### src/rtl/servo_sequencer.sv
`default_nettype none
// ============================================================================
// Module   : servo_sequencer
// Brief    : Bit-serial instruction receiver, sort-sequence FSM with sensor
//            timeouts / conflict fault, and N_CH shared-frame servo PWM.
// Revision : 1.0 - initial release
// ============================================================================
module servo_sequencer #(
    parameter int               N_CH          = 2,
    parameter int               POS_W         = 8,
    parameter int               PERIOD_CYC    = 1500000,
    parameter int               MIN_PULSE_CYC = 50000,
    parameter int               STEP_CYC      = 196,
    parameter int               TIMEOUT_CYC   = 150000000,
    parameter logic [POS_W-1:0] TRACK_FWD     = '1,
    parameter logic [POS_W-1:0] TRACK_BACK    = '0
) (
    input  logic            clk,
    input  logic            reset,
    input  logic            mbedCommand,
    input  logic            confirm,
    input  logic            correct,
    input  logic            extended,
    input  logic            retracted,
    output logic            waiting,
    output logic            busy,
    output logic            fault,
    output logic [N_CH-1:0] servo_out
);

    localparam int     c_CH_W      = (N_CH > 2) ? $clog2(N_CH) : 1;
    localparam int     c_INSTR_W   = 2 + c_CH_W + POS_W;
    localparam int     c_BIT_W     = $clog2(c_INSTR_W + 1);
    localparam int     c_TO_W      = $clog2(TIMEOUT_CYC + 1);
    localparam longint c_MAX_WIDTH = longint'(MIN_PULSE_CYC)
                                   + ((longint'(1) << POS_W) - 1) * longint'(STEP_CYC);
    localparam int     c_WID_W     = $clog2(c_MAX_WIDTH + 1);
    localparam int     c_FRM_W     = $clog2(PERIOD_CYC);
    localparam int     c_CMP_W     = (c_WID_W > c_FRM_W) ? c_WID_W : c_FRM_W;

    localparam logic [1:0] c_MODE_DIRECT  = 2'b00;
    localparam logic [1:0] c_MODE_SORT    = 2'b01;
    localparam logic [1:0] c_MODE_DISABLE = 2'b10;
    localparam logic [1:0] c_MODE_CLEAR   = 2'b11;

    localparam logic [N_CH-1:0] c_EN_CH0 = {{(N_CH-1){1'b0}}, 1'b1};
    localparam logic [N_CH-1:0] c_EN_CH1 = c_EN_CH0 << 1;

    typedef enum logic [2:0] {
        ST_IDLE   = 3'd0,
        ST_DECODE = 3'd1,
        ST_SPIN   = 3'd2,
        ST_PUSH   = 3'd3,
        ST_PULL   = 3'd4,
        ST_FAULT  = 3'd5
    } state_t;

    state_t                r_state;
    logic                  r_fault;
    logic [N_CH-1:0]       r_en;
    logic [POS_W-1:0]      r_pos [N_CH];
    logic [c_TO_W-1:0]     r_wait_cnt;

    logic [1:0]            r_cmd_sync;
    logic [1:0]            r_conf_sync;
    logic [1:0]            r_corr_sync;
    logic [1:0]            r_ext_sync;
    logic [1:0]            r_ret_sync;
    logic                  r_conf_prev;

    logic [c_INSTR_W-1:0]  r_shift;
    logic [c_BIT_W-1:0]    r_bitcnt;
    logic [c_TO_W-1:0]     r_gap_cnt;
    logic [c_CMP_W-1:0]    r_frame;

    logic                  w_cmd;
    logic                  w_conf_edge;
    logic                  w_corr;
    logic                  w_ext;
    logic                  w_ret;
    logic                  w_conflict;
    logic                  w_rx_active;
    logic                  w_word_rdy;
    logic [1:0]            w_mode;
    logic [c_CH_W-1:0]     w_ch;
    logic [POS_W-1:0]      w_pos;
    logic                  w_bad_ch;
    logic                  w_wait_expired;
    logic                  w_frame_start;

    // Two-flop synchronisers for every pin coming from the mbed / sensors
    always_ff @(posedge clk or posedge reset) begin
        if (reset) begin
            r_cmd_sync  <= '0;
            r_conf_sync <= '0;
            r_corr_sync <= '0;
            r_ext_sync  <= '0;
            r_ret_sync  <= '0;
            r_conf_prev <= 1'b0;
        end else begin
            r_cmd_sync  <= {r_cmd_sync[0],  mbedCommand};
            r_conf_sync <= {r_conf_sync[0], confirm};
            r_corr_sync <= {r_corr_sync[0], correct};
            r_ext_sync  <= {r_ext_sync[0],  extended};
            r_ret_sync  <= {r_ret_sync[0],  retracted};
            r_conf_prev <= r_conf_sync[1];
        end
    end

    assign w_cmd       = r_cmd_sync[1];
    assign w_conf_edge = r_conf_sync[1] & ~r_conf_prev;
    assign w_corr      = r_corr_sync[1];
    assign w_ext       = r_ext_sync[1];
    assign w_ret       = r_ret_sync[1];
    assign w_conflict  = w_ext & w_ret;

    assign w_rx_active = (r_state == ST_IDLE) || (r_state == ST_FAULT);
    assign w_word_rdy  = (r_bitcnt == c_BIT_W'(c_INSTR_W));
    assign w_mode      = r_shift[c_INSTR_W-1 -: 2];
    assign w_ch        = r_shift[POS_W +: c_CH_W];
    assign w_pos       = r_shift[POS_W-1:0];

    assign w_wait_expired = (r_wait_cnt == c_TO_W'(TIMEOUT_CYC - 1));

    // Channel field can only name a missing channel when N_CH is not a power of two
    generate
        if ((1 << c_CH_W) > N_CH) begin : g_ch_check
            localparam logic [c_CH_W:0] c_N_CH_EXT = N_CH[c_CH_W:0];
            assign w_bad_ch = ({1'b0, w_ch} >= c_N_CH_EXT);
        end else begin : g_ch_full
            assign w_bad_ch = 1'b0;
        end
    endgenerate

    // Serial receiver: shifts on confirm edges in IDLE/FAULT, drops stale partial words
    always_ff @(posedge clk or posedge reset) begin
        if (reset) begin
            r_shift   <= '0;
            r_bitcnt  <= '0;
            r_gap_cnt <= '0;
        end else if (!w_rx_active) begin
            r_gap_cnt <= '0;
        end else if (w_word_rdy) begin
            r_bitcnt  <= '0;
            r_gap_cnt <= '0;
        end else if (w_conf_edge) begin
            r_shift   <= {r_shift[c_INSTR_W-2:0], w_cmd};
            r_bitcnt  <= r_bitcnt + 1'b1;
            r_gap_cnt <= '0;
        end else if (r_bitcnt != '0) begin
            if (r_gap_cnt == c_TO_W'(TIMEOUT_CYC - 1)) begin
                r_bitcnt  <= '0;
                r_shift   <= '0;
                r_gap_cnt <= '0;
            end else begin
                r_gap_cnt <= r_gap_cnt + 1'b1;
            end
        end
    end

    // Main sequencer: decode, sort sequence with per-wait timeout, fault latch
    always_ff @(posedge clk or posedge reset) begin
        if (reset) begin
            r_state    <= ST_IDLE;
            r_fault    <= 1'b0;
            r_en       <= '0;
            r_wait_cnt <= '0;
            for (int i = 0; i < N_CH; i++) begin
                r_pos[i] <= '0;
            end
        end else begin
            case (r_state)
                ST_IDLE: begin
                    if (w_word_rdy) begin
                        r_state <= ST_DECODE;
                    end
                end
                ST_DECODE: begin
                    case (w_mode)
                        c_MODE_DIRECT: begin
                            if (w_bad_ch) begin
                                r_fault <= 1'b1;
                                r_en    <= '0;
                                r_state <= ST_FAULT;
                            end else begin
                                r_pos[w_ch] <= w_pos;
                                r_en[w_ch]  <= 1'b1;
                                r_state     <= ST_IDLE;
                            end
                        end
                        c_MODE_SORT: begin
                            r_en       <= c_EN_CH0;
                            r_pos[0]   <= w_pos;
                            r_wait_cnt <= '0;
                            r_state    <= ST_SPIN;
                        end
                        c_MODE_DISABLE: begin
                            r_en    <= '0;
                            r_state <= ST_IDLE;
                        end
                        default: begin
                            r_state <= ST_IDLE;
                        end
                    endcase
                end
                ST_SPIN: begin
                    if (w_wait_expired) begin
                        r_fault <= 1'b1;
                        r_en    <= '0;
                        r_state <= ST_FAULT;
                    end else if (w_corr) begin
                        r_en       <= c_EN_CH1;
                        r_pos[1]   <= TRACK_FWD;
                        r_wait_cnt <= '0;
                        r_state    <= ST_PUSH;
                    end else begin
                        r_wait_cnt <= r_wait_cnt + 1'b1;
                    end
                end
                ST_PUSH: begin
                    if (w_conflict || w_wait_expired) begin
                        r_fault <= 1'b1;
                        r_en    <= '0;
                        r_state <= ST_FAULT;
                    end else if (w_ext) begin
                        r_pos[1]   <= TRACK_BACK;
                        r_wait_cnt <= '0;
                        r_state    <= ST_PULL;
                    end else begin
                        r_wait_cnt <= r_wait_cnt + 1'b1;
                    end
                end
                ST_PULL: begin
                    if (w_conflict || w_wait_expired) begin
                        r_fault <= 1'b1;
                        r_en    <= '0;
                        r_state <= ST_FAULT;
                    end else if (w_ret) begin
                        r_en[1] <= 1'b0;
                        r_state <= ST_IDLE;
                    end else begin
                        r_wait_cnt <= r_wait_cnt + 1'b1;
                    end
                end
                ST_FAULT: begin
                    r_en <= '0;
                    if (w_word_rdy && (w_mode == c_MODE_CLEAR)) begin
                        r_fault <= 1'b0;
                        r_state <= ST_IDLE;
                    end
                end
                default: begin
                    r_state <= ST_IDLE;
                end
            endcase
        end
    end

    assign waiting = (r_state == ST_IDLE) || (r_state == ST_FAULT);
    assign busy    = (r_state == ST_DECODE) || (r_state == ST_SPIN)
                  || (r_state == ST_PUSH)   || (r_state == ST_PULL);
    assign fault   = r_fault;

    // Shared PWM frame counter, 0..PERIOD_CYC-1
    always_ff @(posedge clk or posedge reset) begin
        if (reset) begin
            r_frame <= '0;
        end else if (r_frame == c_CMP_W'(PERIOD_CYC - 1)) begin
            r_frame <= '0;
        end else begin
            r_frame <= r_frame + 1'b1;
        end
    end

    assign w_frame_start = (r_frame == '0);

    generate
        for (genvar gi = 0; gi < N_CH; gi++) begin : g_ch
            logic [c_CMP_W-1:0] w_width_new;
            logic [c_CMP_W-1:0] w_width_cur;
            logic [c_CMP_W-1:0] r_width;

            assign w_width_new = c_CMP_W'(MIN_PULSE_CYC)
                               + c_CMP_W'(r_pos[gi]) * c_CMP_W'(STEP_CYC);

            // Pulse width is captured once per frame so mid-frame moves never glitch
            always_ff @(posedge clk or posedge reset) begin
                if (reset) begin
                    r_width <= '0;
                end else if (w_frame_start) begin
                    r_width <= w_width_new;
                end
            end

            // During the counter-0 cycle the freshly captured width already applies
            assign w_width_cur   = w_frame_start ? w_width_new : r_width;
            assign servo_out[gi] = r_en[gi] & (r_frame < w_width_cur);
        end
    endgenerate

endmodule
`default_nettype wire
### config.mk
export PLATFORM = sky130hd
export DESIGN_NAME = servo_sequencer
export DESIGN_NICKNAME = d
export VERILOG_FILES = /design/src/rtl/servo_sequencer.sv
export SDC_FILE = /design/constraint.sdc
export NUM_CORES = 1
export LEC_CHECK = 0
export ABC_AREA = 0
export CAP_MARGIN = 5
export CORE_MARGIN = 1.5
export CORE_UTILIZATION = 50
export DETAILED_ROUTE_END_ITERATION = 10
export PLACE_DENSITY = 0.66
export SLEW_MARGIN = 20
export SYNTH_ARGS = -nofsm -noshare
export SYNTH_HDL_FRONTEND = slang
export SYNTH_SLANG_ARGS = --single-unit
### constraint.sdc
create_clock -name clk -period 10.5 [get_ports clk]
set_input_delay 1.575 -clock clk [delete_from_list [all_inputs] [get_ports clk]]
set_output_delay 1.575 -clock clk [all_outputs]
set_load 0.01 [all_outputs]
==> impl_metrics.tcl, run 1 <==
set metrics [dict create \
    cts_made_buffers 17 \
    worst_pin_slew_ns 1.03 \
    die_w_um 147 \
    syn_nets 1221 \
    nets 1222 \
    final_max_slew_viol_count 0 \
    finalSetupViolCount 0 \
    max_clock_freq_mhz 132 \
    cp_cell_sequence "ha_1 -> fa_1 -> ha_1 -> ha_1 -> fa_1 -> a21o_1 -> a311o_1 -> a21oi_1 -> xnor2_1 -> a31oi_1 -> nand2b_1 -> mux2i_1 -> ha_1 -> a21o_1 -> a21o_1 -> a21o_1 -> nor2_1 -> nor4bb_1 -> o21ai_0 -> a21oi_1 -> clkdlybuf4s50_1" \
    rows 52 \
    crit_start "r_pos[10]" \
    synth-main-ff-cell "dfrtp_1" \
    worstRegToRegCells 12 \
    place_congestion 0.825 \
    htreeDepth 4 \
    yosys.cell_types.count 61 \
    tns_ns 0 \
    worst_ir_drop_vdd_mv 0.138 \
    end_kind "output pin" \
    drive_above_1_share 0.0583 \
    die_y_um 147 \
    r2r-end "g_ch[0].r_width[14]" \
    synth_edf_count 0 \
    comb_power_share 0.417 \
    diodes 0 \
    post-place-ws_ns 3.44 \
    finClkSkew_ns 0.0148 \
    via_per_inst 5.78 \
    cellLeakagePower_uw 0.00554 \
    area_delta_synth_final_pct 9.00 \
    period_minus_slack_ns 7.55 \
    final_cells 1385 \
    min_period_over_period 0.719 \
    place_area_mm2 0.0107 \
    hp-class "flop to flop" \
    cts_setup_buffers 0 \
    p_per_area_mw_per_mm2 217 \
    worstHoldStart "r_cmd_sync[0]" \
    utilization 0.556 \
    timing.rr.start "r_pos[10]" \
    path_depth 21 \
    max_stage_delay_ns 0.56 \
    critPathSlowestCell "clkdlybuf4s50_1" \
    rsz0062_at_grt "no" \
    hpwlAfterDp_um 15000 \
    crit_family "adder cells" \
    crit_type "flop to output pin" \
    worstPathRequired_ns 8.93 \
    crit_end "servo_out[0]" \
    power.share.clock 0.254 \
    timing.critical_path.buf_inv 1 \
    syn_avg_cell_area_um2 9.41 \
    reg2reg_slack_ns 6.72 \
    syn_area_mm2 0.0104 \
    drtIter0Drc 406 \
    drc 0 \
    p_sw_frac 0.394 \
    netSwitchingPower_uw 966 \
    grt_first_pass_wirelength_um 37200 \
    vias 8001 \
    wl_um 21200 \
    clock_path_buffers 2 \
    clkTransAtPathRegs_ns 0.07 \
    crit_path_max_fanout 5 \
    async_reset_ff_frac 1.00 \
    cts-hold-fix-buffers 0 \
    cts.sink_count 167 \
    finalHoldViolCount 0 \
    clkLatencyLatePin_ns 0.44 \
    dieArea_mm2 0.0216 \
    syn_inst 1101 \
    yosys_warnings 0 \
    cts-root-buf "clkbuf_16" \
    dp_cells 1353 \
    crit_path_start_kind "flop" \
    status "finished, final reports clean" \
    crit_arrival_ns 5.97 \
    antenna_found_initial 0 \
    seqPwrFrac 0.329 \
    io_pins 12 \
    grt_max_degree 74 \
    first_global_vias 7786 \
    cap_violations 0 \
    port_buffers 11 \
    firstDrtPassIters 5 \
    routedWlPerCell_um 15.3 \
    final_area_mm2 0.0113 \
    cts_resized 0 \
    grt_util_all_layers 0.210 \
    coreArea_mm2 0.0203 \
    cts_tree "yes" \
    globalRouteOverflowTotal 0 \
    slew_headroom 0.310 \
    drtAntennaViolNets 0 \
    ys_seq_area_frac 0.403 \
    yosys_register_bits 167 \
    cell_internal_pwr_uw 1480 \
    setup_ws_ns 2.95 \
    initial_core_util 0.510 \
]
-- stage by stage --
stage                     hold slack, ns  total power (µW)
after global placement             0.331              1830
after global routing               0.355              2650
after floorplan                    0.331              1610
after CTS                          0.351              2470
final                              0.348              2450
after detailed placement           0.336              1830
-- flip-flops by register name, indices dropped and copies added (netlist names) --
signal and count:
fault 1, r_en 2, r_frame 21, r_wait_cnt 28
r_shift 11, r_corr_sync 2, r_gap_cnt 28, r_conf_sync 2
r_pos 16, r_state 3, r_bitcnt 4, r_ext_sync 2
r_conf_prev 1, g_ch.r_width 42, r_cmd_sync 2, r_ret_sync 2
-- worst register-to-register path, delay by kind of cell, from the launching register on --
| family | cells | cell delay (ns) |
|---|---|---|
| AO/OA/AOI/OAI | 4 | 0.85 |
| XOR/XNOR | 1 | 0.19 |
| adder cells (fa/ha/maj) | 5 | 1.76 |
| flip-flops | 1 | 0.43 |
| multiplexers | 1 | 0.26 |
| AND/OR/NAND/NOR | 1 | 0.17 |
-- cell usage after synthesis, types with 4 or more instances --
master / number / area (µm²)
a211oi_1: 7 / 52.6
o41ai_1: 9 / 78.8
nor3_1: 19 / 95.1
or3_1: 4 / 25.0
xor2_1: 21 / 184
ha_1: 107 / 1340
nand3_1: 41 / 205
o211ai_1: 4 / 30.0
o21a_1: 9 / 67.6
fa_1: 6 / 120
nand2b_1: 12 / 75.1
mux2i_1: 12 / 120
a22o_1: 13 / 114
nand4_1: 19 / 119
inv_1: 59 / 221
and3_1: 23 / 144
o21ai_1: 4 / 20.0
nand2_1: 94 / 353
mux2_2: 14 / 158
buf_2: 10 / 50.1
o31a_1: 4 / 35.0
clkbuf_1: 20 / 75.1
dfrtp_1: 167 / 4180
o31ai_1: 28 / 210
nand3b_1: 4 / 30.0
nor4_1: 8 / 50.1
a21o_1: 27 / 203
nor2_1: 76 / 285
and4_1: 5 / 43.8
o21ai_0: 112 / 561
nor2b_1: 5 / 31.3
nor4b_1: 4 / 35.0
and2_1: 14 / 87.6
a21oi_1: 52 / 260
xnor2_1: 29 / 254
a31oi_1: 17 / 106
-- cells by family (layout without fill, tap and decap cells) --
kind of cell    Yosys count  after routing  share of synthesized area
mux                      27             27                     0.0283
buf+inv                  96            110                     0.0373
flops                   167            167                      0.403
compound gates          304            304                      0.183
fa+ha+maj               113            113                      0.141
xor+xnor                 50             50                     0.0423
simple gates            344            344                      0.165
-- final cells by class --
cell class              count  area, µm²
inverters                  59        226
clock inverters            14        138
flip-flops and latches    167       4180
repair buffers             19        170
well taps                 270        338
clock buffers              18        439
multi-input cells         838       5800
fillers                  1844       9010
-- power groups by stage --
stage          Sequential (µW)  Clock (µW)  Combinational (µW)
2_1_floorplan              771           0                 843
3_3_place_gp               819           0                1010
3_5_place_dp               820           0                1010
4_1_cts                    808         638                1030
5_1_grt                    822         660                1170
6_report                   807         621                1020
-- cell usage in the layout, fill, tap and decap left out, types with 19 or more instances in the layout --
cell     count
and3_1      23
ha_1       107
xnor2_1     29
xor2_1      21
inv_1       58
o21ai_0    112
dfrtp_1    167
nand3_1     41
a21oi_1     52
nor2_1      75
o31ai_1     28
nand4_1     19
nand2_1     94
a21o_1      27
-- worst min-delay path by stage --
stage                          end  depth (start not counted)
floorplan            r_cmd_sync[1]                          0
global placement     r_cmd_sync[1]                          0
detailed placement   r_cmd_sync[1]                          0
CTS                  r_cmd_sync[1]                          0
global route        r_conf_sync[1]                          0
finish               r_cmd_sync[1]                          0
-- routing by layer --
layer | up-vias | GRT usage | routed length (µm)
met1 | 3845 | 0.295 | 10500
met3 | 24 | 0.0351 | 605
met4 | 0 | 0.0655 | 297
li1 | 4014 | - | -
met5 | - | 0 | 0
met2 | 118 | 0.333 | 9740
No activity file was read; power rests on OpenSTA's default activity.
==> run 2: changes to the inputs <==
Settings changed: PLACE_DENSITY 0.66 to 0.68.
Clock period 10.5 ns to 6.2 ns, I/O delays scaled along.
==> run 2 against run 1 <==
  * Worst setup slack got worse by 2.9 ns
  * Worst hold slack better by 0.0019 ns
  * Global-route usage is 0.055 points higher
  * Wire length up 4.7%
  * Sequential power grew 70%
  * First-iteration DRC count up 60%
  * Non-clock buffer count up 31
  * Clock skew shrank 0.0034 ns
  * Via count up 2.0%
  * Count of clock-buffer cells in the layout grew 1
  * Utilization is 2.7 points higher
==> impl_metrics.tcl, run 2 (synthesis gave the netlist of run 1 again) <==
set metrics [dict create \
    die_w_um 147 \
    rows 52 \
    largest_reg_flops 42 \
    grt_max_degree 84 \
    clkLatencyLatePin_ns 0.44 \
    reg2reg_slack_ns 2.68 \
    timing.rr.start "r_pos[9]" \
    end_kind "output pin" \
    final_max_slew_viol_count 0 \
    finalHoldViolCount 0 \
    firstDrtPassIters 5 \
    via_per_inst 5.76 \
    status "finished, final reports clean" \
    routedWlPerCell_um 15.7 \
    cpMostUsedCell "a21o_1" \
    hp-class "flop to flop" \
    min_to "r_corr_sync[1]" \
    p_sw_frac 0.388 \
    coreArea_mm2 0.0203 \
    cts-root-buf "clkbuf_16" \
    min_period_over_period 0.992 \
    wl_um 22200 \
    clkTransAtPathRegs_ns 0.07 \
    cellLeakagePower_uw 0.00575 \
    place_area_mm2 0.0108 \
    die_y_um 147 \
    timing.critical_path.buf_inv 2 \
    comb_power_share 0.447 \
    hpwlAfterDp_um 15200 \
    drtAntennaViolNets 0 \
    drtIter0Drc 651 \
    first_global_vias 7760 \
    drive_above_1_share 0.119 \
    cts.sink_count 167 \
    seq_area_mm2 0.00418 \
    hold_depth 0 \
    cp_cell_sequence "buf_6 -> ha_4 -> fa_1 -> ha_4 -> ha_4 -> fa_2 -> a21o_1 -> a311o_1 -> a21oi_2 -> xnor2_2 -> nand4_1 -> nand2b_4 -> mux2i_1 -> ha_1 -> a21o_1 -> a21o_1 -> a21o_1 -> nor2_2 -> nor4bb_4 -> o21ai_1 -> a21oi_1 -> buf_2" \
    finClkSkew_ns 0.0114 \
    final_common_cell "dfrtp_1" \
    port_buffers 11 \
    worst_ir_drop_vdd_mv 0.218 \
    max_stage_delay_ns 0.52 \
    initial_core_util 0.510 \
    htreeDepth 4 \
    crit_path_max_fanout 3 \
    cap_violations 0 \
    clock_path_buffers 2 \
    nFillCells 1781 \
    multi_input_area_mm2 0.00606 \
    vias 8160 \
    cts_tree "yes" \
    worstRegToRegCells 15 \
    globalRouteOverflowTotal 0 \
    io_pins 12 \
    finalSetupViolCount 0 \
    netSwitchingPower_uw 1770 \
    power.share.clock 0.253 \
    grt_first_pass_wirelength_um 37200 \
    rsz0062_at_grt "yes" \
    crit_family "adder cells" \
    cts_made_buffers 17 \
    max_clock_freq_mhz 163 \
    area_delta_synth_final_pct 14.3 \
    grt_util_all_layers 0.210 \
    utilization 0.584 \
    worst_pin_slew_ns 1.06 \
    worstHoldStart "r_corr_sync[0]" \
    drc 0 \
    diodes 0 \
    nets 1253 \
    seqPwrFrac 0.300 \
    crit_arrival_ns 5.22 \
    mostFrequentLayoutCells "164 x dfrtp_1, 109 x o21ai_0, 95 x ha_1, 94 x nand2_1, 73 x nor2_1" \
    crit_path_start_kind "flop" \
    final_area_mm2 0.0118 \
    r2r-end "g_ch[0].r_width[16]" \
    largest_registers "g_ch.r_width (42), r_gap_cnt (28), r_wait_cnt (28)" \
    worstPathRequired_ns 5.27 \
    path_depth 22 \
    largest_register "g_ch.r_width" \
    slew_headroom 0.295 \
    hold-worst-slack_ns 0.350 \
    place_congestion 0.827 \
    antenna_found_initial 0 \
    p_per_area_mw_per_mm2 385 \
    cell_internal_pwr_uw 2790 \
    crit_type "flop to output pin" \
    period_minus_slack_ns 6.15 \
    dieArea_mm2 0.0216 \
    critPathSlowestCell "fa_1" \
]
[run 2: cell type report]
type,instances,area share
multi-input cells,838,0.512
clock buffers,19,0.0382
well taps,270,0.0285
inverters,59,0.0191
flip-flops and latches,167,0.353
repair buffers,50,0.0338
clock inverters,13,0.0154
[run 2: how the worst max path moves through the flow]
stage | start | endpoint | slack, ns
floorplan | r_pos[10] | servo_out[0] | 0.63
global placement | r_pos[10] | servo_out[0] | -0.03
detailed placement | r_pos[2] | servo_out[1] | -0.11
CTS | r_pos[10] | servo_out[0] | 0.001
global route | r_pos[9] | servo_out[0] | -0.13
finish | r_pos[9] | servo_out[0] | 0.05
[run 2: routing by layer]
metal / global-route usage / share of wire / up-vias
met3: 0.0376 / 0.035 / 27
met4: 0.0595 / 0.013 / 0
met5: 0 / 0 / -
li1: - / - / 4069
met1: 0.289 / 0.48 / 3909
met2: 0.342 / 0.47 / 155
[run 2: repair_timing]
action | 4_1_cts | 5_1_grt
setup buffers | 6 | 7
pin swaps | 10 | 35
hold buffers | 0 | 0
endpoints found under the setup margin | 2 | 2
gates resized for setup | 22 | 34
[run 2: power groups by stage]
stage	Sequential [µW]	Clock [µW]	Combinational, µW
after floorplan	1310	0	1430
after global placement	1380	0	1780
after detailed placement	1380	0	1810
after CTS	1360	1180	1890
after global routing	1390	1220	2300
final	1370	1150	2040
[run 2: through the flow]
stage | power (µW) | worst slack [ns] | TNS [ns] | cells
6_report | 4560 | 0.0491 | 0 | 1416
5_1_grt | 4910 | -0.126 | -0.228 | 1416
4_1_cts | 4420 | 0.00139 | 0 | 1409
3_5_place_dp | 3190 | -0.110 | -0.192 | 1371
3_3_place_gp | 3150 | -0.0258 | -0.0258 | 1371
2_1_floorplan | 2730 | 0.625 | 0 | 1101
